<file path="src/rtl/mem_stage_lsu.sv">
// mem_stage_lsu: memory-stage load/store unit on a req/ready + rvalid bus.
// Define LSU_MISALIGN_TRAP_EN to fault misaligned/invalid accesses.
module mem_stage_lsu #(
  parameter int DATA_WIDTH = 32,
  parameter int ADDR_WIDTH = 32
) (
  input  logic                  clk,
  input  logic                  rst_n,
  input  logic [1:0]            ResultSrcM,
  input  logic                  MemWriteM,
  input  logic [2:0]            AddressingControlM,
  input  logic [DATA_WIDTH-1:0] ALUResultM,
  input  logic [DATA_WIDTH-1:0] WriteDataM,
  output logic                  StallM,
  output logic [DATA_WIDTH-1:0] ReadDataM,
  output logic                  FaultM,
  output logic                  mem_req,
  output logic                  mem_we,
  output logic [ADDR_WIDTH-1:0] mem_addr,
  output logic [DATA_WIDTH-1:0] mem_wdata,
  output logic [3:0]            mem_be,
  input  logic                  mem_ready,
  input  logic                  mem_rvalid,
  input  logic [DATA_WIDTH-1:0] mem_rdata
);

  typedef enum logic [1:0] {IDLE, REQ, WAIT, DONE} state_t;
  typedef enum logic [1:0] {SZ_B, SZ_H, SZ_W} size_t;

  state_t state, state_nx;
  size_t  size, size_q;
  logic   access, is_load, f3_ok, uns, uns_q, bad;
  logic [1:0] off, off_q;
  logic [3:0] lane_be;
  logic [7:0] rbyte;
  logic [15:0] rhalf;
  logic [DATA_WIDTH-1:0] lane_wdata, rd_ext;

  assign access  = MemWriteM | (ResultSrcM == 2'b01);
  assign is_load = ~MemWriteM;

  // funct3 decode; BU/HU only exist for loads, anything else invalid
  always_comb begin
    size  = SZ_W;
    uns   = 1'b0;
    f3_ok = 1'b1;
    case (AddressingControlM)
      3'b000: size = SZ_B;
      3'b001: size = SZ_H;
      3'b010: size = SZ_W;
      3'b100: begin
        size  = SZ_B;
        uns   = 1'b1;
        f3_ok = is_load;
      end
      3'b101: begin
        size  = SZ_H;
        uns   = 1'b1;
        f3_ok = is_load;
      end
      default: f3_ok = 1'b0;
    endcase
    if (!f3_ok) begin
      size = SZ_W;
      uns  = 1'b0;
    end
  end

  // Byte offset forced to natural alignment of the access size
  always_comb begin
    off = 2'b00;
    case (size)
      SZ_B:    off = ALUResultM[1:0];
      SZ_H:    off = {ALUResultM[1], 1'b0};
      default: off = 2'b00;
    endcase
  end

`ifdef LSU_MISALIGN_TRAP_EN
  assign bad = ~f3_ok
             | ((size == SZ_H) & ALUResultM[0])
             | ((size == SZ_W) & (|ALUResultM[1:0]));
`else
  assign bad = 1'b0;
`endif

  // Store lane replication and byte enables
  always_comb begin
    lane_wdata = WriteDataM;
    lane_be    = 4'b1111;
    case (size)
      SZ_B: begin
        lane_wdata = {4{WriteDataM[7:0]}};
        lane_be    = 4'b0001 << off;
      end
      SZ_H: begin
        lane_wdata = {2{WriteDataM[15:0]}};
        lane_be    = off[1] ? 4'b1100 : 4'b0011;
      end
      default: ;
    endcase
  end

  // Load extraction from the latched offset/size
  always_comb begin
    rbyte = mem_rdata[{off_q, 3'b000} +: 8];
    rhalf = off_q[1] ? mem_rdata[31:16] : mem_rdata[15:0];
    case (size_q)
      SZ_B:    rd_ext = {{24{~uns_q & rbyte[7]}}, rbyte};
      SZ_H:    rd_ext = {{16{~uns_q & rhalf[15]}}, rhalf};
      default: rd_ext = mem_rdata;
    endcase
  end

  assign mem_req = (state == REQ);
  assign StallM  = rst_n & (((state == IDLE) & access)
                          | (state == REQ)
                          | (state == WAIT));

  // State register
  always_ff @(posedge clk or negedge rst_n) begin
    if (!rst_n) state <= IDLE;
    else        state <= state_nx;
  end

  // Next-state logic
  always_comb begin
    state_nx = state;
    unique case (state)
      IDLE: if (access) state_nx = bad ? DONE : REQ;
      REQ:  if (mem_ready) state_nx = mem_we ? DONE : WAIT;
      WAIT: if (mem_rvalid) state_nx = DONE;
      DONE: state_nx = IDLE;
      default: state_nx = IDLE;
    endcase
  end

  // Latch the request on issue; capture load data on rvalid
  always_ff @(posedge clk or negedge rst_n) begin
    if (!rst_n) begin
      mem_we    <= 1'b0;
      mem_addr  <= '0;
      mem_wdata <= '0;
      mem_be    <= 4'b0000;
      size_q    <= SZ_B;
      uns_q     <= 1'b0;
      off_q     <= 2'b00;
      ReadDataM <= '0;
    end else begin
      if ((state == IDLE) && access) begin
        mem_we    <= MemWriteM;
        mem_addr  <= {ALUResultM[ADDR_WIDTH-1:2], 2'b00};
        mem_wdata <= lane_wdata;
        mem_be    <= lane_be;
        size_q    <= size;
        uns_q     <= uns;
        off_q     <= off;
        if (bad && is_load) ReadDataM <= '0;
      end
      if ((state == WAIT) && mem_rvalid) ReadDataM <= rd_ext;
    end
  end

`ifdef LSU_MISALIGN_TRAP_EN
  // Fault flag is high exactly in the DONE cycle of a trapped access
  always_ff @(posedge clk or negedge rst_n) begin
    if (!rst_n) FaultM <= 1'b0;
    else        FaultM <= (state == IDLE) & access & bad;
  end
`else
  assign FaultM = 1'b0;
`endif

endmodule

</file>
<file path="config.mk">
export PLATFORM = sky130hd
export DESIGN_NAME = mem_stage_lsu
export DESIGN_NICKNAME = d
export VERILOG_FILES = /design/src/rtl/mem_stage_lsu.sv
export SDC_FILE = /design/constraint.sdc
export NUM_CORES = 1
export LEC_CHECK = 0
export ABC_AREA = 1
export BUFFER_PORTS_ARGS = -buffer_cell sky130_fd_sc_hd__buf_2
export CAP_MARGIN = 20
export CORE_MARGIN = 4
export CORE_UTILIZATION = 40
export DETAILED_ROUTE_END_ITERATION = 12
export PLACE_DENSITY = 0.69
export SYNTH_ARGS = -nofsm -noshare
export SYNTH_HDL_FRONTEND = slang
export SYNTH_SLANG_ARGS = --single-unit
</file>
<file path="constraint.sdc">
create_clock -name clk -period 3.7 [get_ports clk]
set_input_delay 0.37 -clock clk [delete_from_list [all_inputs] [get_ports clk]]
set_output_delay 0.37 -clock clk [all_outputs]
set_load 0.01 [all_outputs]
</file>
Yosys cells after proc, flatten, opt, wreduce, memory -nomap -nowiden

Index checks and enable logic that the tools add are counted.

Bits in registers: 106
Input port bits: 106
Output and inout port bits: 104

Eq/ne operators: 13
Shift-type cells: 2
Muxes and demuxes: 16
Bitwise operators: 9
Reductions and logical operators: 11

Operators by type and width:

| cell                                                                  | count |
|---|---|
| 32-bit one-hot mux with 2 select lines                                | 2 |
| 32-bit by 6-bit variable part select with 8-bit output                | 1 |
| 16-bit two-way mux                                                    | 1 |
| 2-bit by 1-bit equality test with 1-bit output, second input constant | 4 |
| 2-bit two-way mux                                                     | 4 |
| 2-bit one-hot mux with 2 select lines                                 | 2 |
| 2-bit one-hot mux with 4 select lines                                 | 1 |
| 4-bit one-hot mux with 2 select lines                                 | 1 |
| 3-bit equality test, second input constant                            | 2 |
| 2-bit zero test                                                       | 3 |
| 2-bit OR reduction                                                    | 3 |
| 1-bit bitwise AND                                                     | 4 |
| 2-bit equality test, second input constant                            | 2 |
| 4-bit two-way mux                                                     | 1 |
| 2-bit inequality test, second input constant                          | 2 |
| 1-bit by 2-bit << shifter with 4-bit output, first input constant     | 1 |
| 3-bit by 1-bit equality test with 1-bit output, second input constant | 1 |
| 3-bit by 2-bit equality test with 1-bit output, second input constant | 1 |
| 3-bit zero test                                                       | 1 |
| 1-bit two-way mux                                                     | 3 |
| 1-bit bitwise OR                                                      | 3 |
| 3-bit AND reduction                                                   | 1 |
| 3-bit OR reduction                                                    | 1 |
| 1-bit logical AND                                                     | 2 |
| other kinds (3)                                                       | 4 |

Logic depth before layout (Yosys ltp)

Gate-level depths: netlist of the first run.

Depth after elaboration: 8
Gate-level depth with buffers: 10

Worst setup path after synthesis of the first run

Ideal clock, no wire load.

Path kind: register to output
Start point: register state[0]
End point: output port StallM
Arrival: 1.325 ns
Data required time: 3.330 ns
Path slack: 2.005 ns
Cell stages (with the launch flop): 7
Path buffers: 1
Cell sequence: dfrtp_1 > inv_1 > ha_1 > nand2_1 > inv_2 > buf_2 > o31a_1

Cells in the longest elaborated chain, start to end: 5
Elaborated cells on any way between the ends: 7
Those cells by class: 2 x eq/ne; 4 x bitwise; 1 x reduce/logical

RTL lines:

| item                   | line | RTL |
|---|---|---|
| start, declared        | 30   | `state_t state, state_nx;` |
| start signal, assigned | 123  | `else state <= state_nx;` |
| 2-bit zero test        | 116  | `assign StallM = rst_n & (((state == IDLE) & access)` |
| 1-bit bitwise AND      | 116  |  |
| 1-bit bitwise OR       | 117  | `\| (state == REQ)` |
| 1-bit bitwise OR (*)   | 118  | `\| (state == WAIT));` |
| 1-bit bitwise AND (*)  | 116  |  |
| end, declared          | 14   | `output logic StallM,` |

Mark *: on every way between the ends. The rest lies on a longest branch, timed or not.

Final worst setup path of the first run

Ends and elaborated chain as after synthesis.

==> results of run 1 <==
==> state kept, by name, indices dropped and copies added (netlist names) <==
| register | count |
|---|---|
| mem_wdata | 32 |
| mem_addr | 30 |
| state | 2 |
| ReadDataM | 32 |
| size_q | 2 |
| mem_we | 1 |
| uns_q | 1 |
| off_q | 2 |
| mem_be | 4 |
==> cell usage after synthesis (2+ instances only) <==
cell / count
a21oi_1: 58
a21oi_4: 10
a31oi_1: 8
buf_1: 3
buf_2: 10
buf_4: 3
clkbuf_1: 15
dfrtp_1: 106
ha_1: 3
inv_1: 26
inv_2: 4
nand2_1: 283
nand2_2: 2
nand3_1: 16
nor2_1: 42
o21ai_0: 28
==> cells by family after synthesis <==
| family | count (synthesis) |
|---|---|
| AND/OR/NAND/NOR | 348 |
| flip-flops | 106 |
| AO/OA/AOI/OAI | 111 |
| adder cells (fa/ha/maj) | 3 |
| buffers and inverters | 64 |
| other | 1 |
==> layout make-up <==
cell class	count	area [um^2]	area share (%)
sequential	106	2653	40.88
multi-input combinational	465	2126	32.76
timing repair buffer	212	1091	16.81
clock buffer	10	239.0	3.683
tap	168	210.2	3.239
inverter	31	121.4	1.870
clock inverter	6	48.80	0.7520
==> power groups by stage <==
stage	sequential (uW)	clock [uW]	combinational [uW]
floorplan	2270	0	1410
global placement	2100	0	2480
finish	2080	934	2500
CTS	2080	958	2530
detailed placement	2070	0	2540
global route	2160	1000	2810
==> per-layer routing <==
layer  GRT usage, %  up-vias  share of wire (%)
li1               -     2377                  -
met1          27.66     2248                 44
met2          31.65      185                 47
met3          5.753       18                7.7
met4          5.666        0                1.7
met5              0        -                  0
==> how the worst max path moves through the flow <==
| stage | startpoint | to | slack (ps) | depth (start not counted) |
|---|---|---|---|---|
| 5_1_grt | state[0]$_DFFE_PN0P_ | StallM | 1230 | 6 |
| 6_report | state[0]$_DFFE_PN0P_ | StallM | 1360 | 6 |
| 3_5_place_dp | state[0]$_DFFE_PN0P_ | ReadDataM[3]$_DFFE_PN0P_ | 1660 | 7 |
| 3_3_place_gp | state[0]$_DFFE_PN0P_ | ReadDataM[28]$_DFFE_PN0P_ | 1710 | 7 |
| 4_1_cts | state[0]$_DFFE_PN0P_ | StallM | 1320 | 6 |
| 2_1_floorplan | state[0]$_DFFE_PN0P_ | StallM | 2010 | 6 |
==> per-stage QoR <==
stage | setup slack, ps | instance area, um^2
2_1_floorplan | 2005 | 5069
3_3_place_gp | 1712 | 6201
3_5_place_dp | 1659 | 6201
4_1_cts | 1324 | 6489
5_1_grt | 1229 | 6489
6_report | 1357 | 6489
==> impl_results.md, run 1 <==
- Most frequent cells in the layout: nand2_1, buf_2, dfrtp_1, a21oi_1, nor2_1
- GPL Wtd Cong: about 0.86
- Int Power: 3169 uW
- CP max FO: 38
- Setup bufs post-CTS: 0
- Sequential fraction of the synthesis area: 52.41%
- Sequential share of power: approximately 38%
- Switching Share: ~43%
- Clock Pin Slew Worst Setup and Hold Paths: 70 ps
- All-Layer GR Usage: 20.25%
- Fin crit period: 2343 ps
- Critical Path Sink Type: primary output
- Main combinational cell family by area after synthesis: simple AND/OR/NAND/NOR gates
- Die area: 0.01452 mm^2
- Total gr overflow: 0
- Number of enable flip-flop cells after synthesis: 0
- Area Growth Syn to Fin: 28.21%
- Worst path max stage delay: approximately 460 ps
- Crit share post-route: 63.31%
- Asr flop ratio synth: 100.0%
- Pwr dens: about 850 mW/mm^2
- Hold WC Path Type: in -> async
- Yosys cell types: 32
- CTS tree: built
- Final hold violation count: 0
- Critical Path RT: between 3000 and 4000 ps
- Port buffer count: 206
- CTS resizes: 0
- Multiplexer share of the synthesized area: 0%
- # clock sinks: about 110
- Sum of buffers and inverters on the critical path: 3
- Cell family with most CP delay: buffers and inverters
- Global-route wire length before repair: 23640 um
- Maximum VDD drop: 0.3531 mV
- Pleak: ~0.0036 uW
- Total number of vias: 4828
- Vias per cell: between 4 and 5
- Comb pwr share: 45.4%
- CTS root buffer: clkbuf_16
- Finished Layout Cells: 998
- Status: complete, no violations
- N_diodes: 0
- Antenna-violating nets left: 0
- Post-synthesis instance total: 633
- Adder-cell share of the synthesized area: 0.7417%
- Drt wl/cell: 14.68 um
- Largest net degree at the start of global routing: 61
- Setup crit start kind: register
- Routed wire length: approximately 15000 um
- CTS buffer count: 9
- Synth Area in Compound Gates: 13.72%
- Initial antenna violation count: 0
- IO Count: 210
- Row cnt: 40
- Worst hold margin: 42.45 ps
- CP max-delay cell: inv_2
- RR Startpoint: size_q[1]$_DFFE_PN0P_
- Worst r2r path cells: 6
- 1st-iter DRT viols: roughly 300
- Most common cell after layout, fill and taps aside: nand2_1
- Arrival time at the worst endpoint: ~2000 ps
- Detailed placement HPWL: 10660 um
- Initial core utilization: between 40% and 50%
- Worst skew pair latency: 350 ps
- Most used DFF post-synth: dfrtp_1
- Core box area: 0.01221 mm^2
- Clock network fraction of design power: 16.9%
- Fmax: 0.4269 GHz
- Die Height: 120.5 um
- Max Slew Vio Count: 0
- Top cells by area, synth: dfrtp_1, nand2_1, a21oi_1
- RR Endpoint: ReadDataM[19]$_DFFE_PN0P_
- Final Core Density: a little over half
- CTS HTree Levels: 3
- Share of cells above drive strength 1: 30.24%
- Yosys top cell area share: 52.41%
- # nets final: 934
- Slew HR: between 40 and 50%
- Register bit total from synthesis: 106
- Design Power: 5517 uW
- Clock Path Buffers: 2
- Placed cell count: roughly 980
- Number of global-route vias before repair: 4642
- Setup violators final: 0
- XOR/XNOR Fraction of Synth Area: 0%
- Least-Margin Pin Slew: 789.4 ps
- Simple-gate share of the synthesized area: 27.27%
- CP cell instances: inv_1, ha_1, nand2_2, inv_2, o31a_1, buf_2
- Area leader, netlist: dfrtp_1
- Syn. warnings: 0
- Crit Path Class: reg -> out
- Unrepaired setup endpoints after global routing: no
- Sw Pwr: 2349 uW
- Setup_tns: 0 ps
- DR pass1 iterations: 5
- Synthesized cell area: between 0.005 and 0.006 mm^2
- DRC: 0
- FILL cells: about 1200
- Die Span X: 120.5 um
- Register-to-register setup slack: 1640 ps
- Syn Area/Cell: between 7 and 8 um^2
- Setup Skew: 6.627 ps
- Post-CTS Hold Fix Bufs: 0
- Maxcap violations: 0
(Power assumes the default switching activity.)
==> inputs of run 2 (changes only) <==
clock period = 2.4 ns   (was 3.7 ns; I/O delays follow)
==> impl_results.md, run 2 (same netlist as run 1, synthesis figures left out) <==
- IO Count: 210 (unchanged)
- Status: complete, no violations (unchanged)
- Area Growth Syn to Fin: 29.64% (was 28.21%)
- Clock network fraction of design power: 18.7% (was 16.9%)
- Sequential share of power: 36.6% (was 37.7%)
- Port buffer count: 206 (unchanged)
- Initial antenna violation count: 1 (was 0)
- Die Height: 120.5 um (unchanged)
- Comb pwr share: 44.7% (was 45.4%)
- All-Layer GR Usage: 20.52% (was 20.25%)
- Pwr dens: 1331 mW/mm^2 (was 850.3 mW/mm^2)
- Vias per cell: 4.881 (was 4.838)
- Setup crit start kind: register (unchanged)
- Total gr overflow: 0 (unchanged)
- Setup Skew: 8.215 ps (was 6.627 ps)
- Crit share post-route: 82.54%
- Initial core utilization: 41.44% (unchanged)
- HP Start: ALUResultM[6]
- Switching Share: 41.64% (was 42.57%)
- Clock Pin Slew Worst Setup and Hold Paths: 70 ps (about the same)
- Register-to-register setup slack: 610 ps (was 1640 ps)
- CTS HTree Levels: 3 (unchanged)
- GPL Wtd Cong: 0.8426 (was 0.8573)
- Share of cells above drive strength 1: 30.46% (was 30.24%)
- Crit Path Class: reg -> out (unchanged)
- Critical Path RT: 2160 ps (was 3330 ps)
- Pleak: 0.003593 uW (was 0.003554 uW)
- Most frequent cells in the layout: nand2_1, buf_2, dfrtp_1, a21oi_1, nor2_1 (unchanged)
- Largest net degree at the start of global routing: 76 (was 61)
- Number of global-route vias before repair: 4768 (was 4642)
- Setup violators final: 0 (unchanged)
- Fin crit period: 1981 ps
- # clock sinks: 106 (unchanged)
- Most common cell after layout, fill and taps aside: nand2_1 (unchanged)
- Detailed placement HPWL: 11040 um (was 10660 um)
- Placed Area: 0.006223 mm^2 (was 0.006201 mm^2)
- # nets final: 938 (was 934)
- RR Startpoint: state[0]$_DFFE_PN0P_ (was size_q[1]$_DFFE_PN0P_)
- Final hold violation count: 0 (unchanged)
- Total number of vias: 4891 (was 4828)
- DRC: 0 (unchanged)
- Global-route wire length before repair: 23940 um (was 23640 um)
- RR Endpoint: mem_be[2]$_DFFE_PN0P_ (was ReadDataM[19]$_DFFE_PN0P_)
- Final Core Density: 53.73% (was 53.14%)
- Setup bufs post-CTS: 0 (unchanged)
- DR pass1 iterations: 5 (unchanged)
- Maxcap violations: 0 (unchanged)
- Finished Cell Area: 0.006561 mm^2 (was 0.006489 mm^2)
- Setup_tns: 0 ps (unchanged)
- Unrepaired setup endpoints after global routing: no (unchanged)
- Critical Path Sink Type: primary output (unchanged)
- Least-Margin Pin Slew: 733.2 ps (was 789.4 ps)
- WHS Path Cells: 3
- CP max FO: 23 (was 38)
- 1st-iter DRT viols: 287 (was 297)
- Regs by FF count: ReadDataM (32), mem_wdata (32), mem_addr (30) (unchanged)
- Worst r2r path cells: 7 (was 6)
- Worst skew pair latency: 350 ps (about the same)
- CTS resizes: 0 (unchanged)
- Sw Pwr: 3636 uW (was 2349 uW)
- Die area: 0.01452 mm^2 (unchanged)
- Slew HR: 50.94% (was 47.37%)
- CTS buffer count: 9 (unchanged)
- Maximum VDD drop: 0.5599 mV (was 0.3531 mV)
- CTS tree: built (unchanged)
- Max Slew Vio Count: 0 (unchanged)
- Routed wire length: 14990 um (was 14650 um)
- Clock Path Buffers: 2 (unchanged)
- Drt wl/cell: 14.96 um (was 14.68 um)
- Hold WC Path Type: in -> reg (was in -> async)
- CTS root buffer: clkbuf_16 (unchanged)
- N_diodes: 0 (unchanged)
- Int Power: 5095 uW (was 3169 uW)
- Hold endpoint: mem_addr[6]$_DFFE_PN0P_
- Row cnt: 40 (unchanged)
- Arrival time at the worst endpoint: 1740 ps (was 1970 ps)
- Die Span X: 120.5 um (unchanged)
- Core box area: 0.01221 mm^2 (unchanged)
- Post-CTS Hold Fix Bufs: 1 (was 0)
- Fmax: 0.5048 GHz
- Antenna-violating nets left: 0 (unchanged)
-- run 2: worst max-delay path, stage by stage, from the launching register on --
cell	delay, ps
dfrtp_1	420
inv_1	90
ha_1	240
nand2_2	90
inv_2	150
o31a_1	270
buf_2	150
-- run 2: how the worst max path moves through the flow --
stage	startpoint	end	depth (start not counted)
2_1_floorplan	state[0]$_DFFE_PN0P_	StallM	6
5_1_grt	state[0]$_DFFE_PN0P_	StallM	6
6_report	state[0]$_DFFE_PN0P_	StallM	6
4_1_cts	state[0]$_DFFE_PN0P_	StallM	6
3_5_place_dp	state[0]$_DFFE_PN0P_	mem_be[2]$_DFFE_PN0P_	7
3_3_place_gp	state[0]$_DFFE_PN0P_	mem_be[2]$_DFFE_PN0P_	7
-- run 2: power by group through the flow --
stage	Clock [uW]	Combinational (uW)	Sequential (uW)
2_1_floorplan	0	2170	3500
3_3_place_gp	0	3860	3220
3_5_place_dp	0	3970	3190
4_1_cts	1660	3950	3200
5_1_grt	1740	4370	3310
6_report	1630	3900	3200
-- run 2: area by class of cell --
cell class | count | area, um^2
Tap cell | 168 | 210.2
Sequential cell | 106 | 2653
Clock inverter | 6 | 88.84
Inverter | 31 | 121.4
Multi-Input combinational cell | 465 | 2126
Timing Repair Buffer | 216 | 1124
Clock buffer | 10 | 239.0
Fill cell | 1223 | 5650
-- run 2: stage by stage --
stage	setup slack, ps	hold slack, ps	total power [uW]	std cells
final	419.0	83.95	8731	1002
after CTS	401.4	73.94	8811	1002
after detailed placement	581.3	224.2	7158	985
after global placement	669.9	219.2	7083	985
after global routing	302.8	84.43	9420	1002
after floorplan	835.1	-55.59	5666	635
-- run 2: per-layer routing --
metal	part of all wire [%]	global-route usage (%)	up-vias	wire, um
li1	-	-	2386	-
met1	42	27.16	2286	6281
met2	48	32.69	191	7162
met3	8.1	5.192	26	1209
met4	2.2	7.507	2	325
met5	0.047	0	-	7
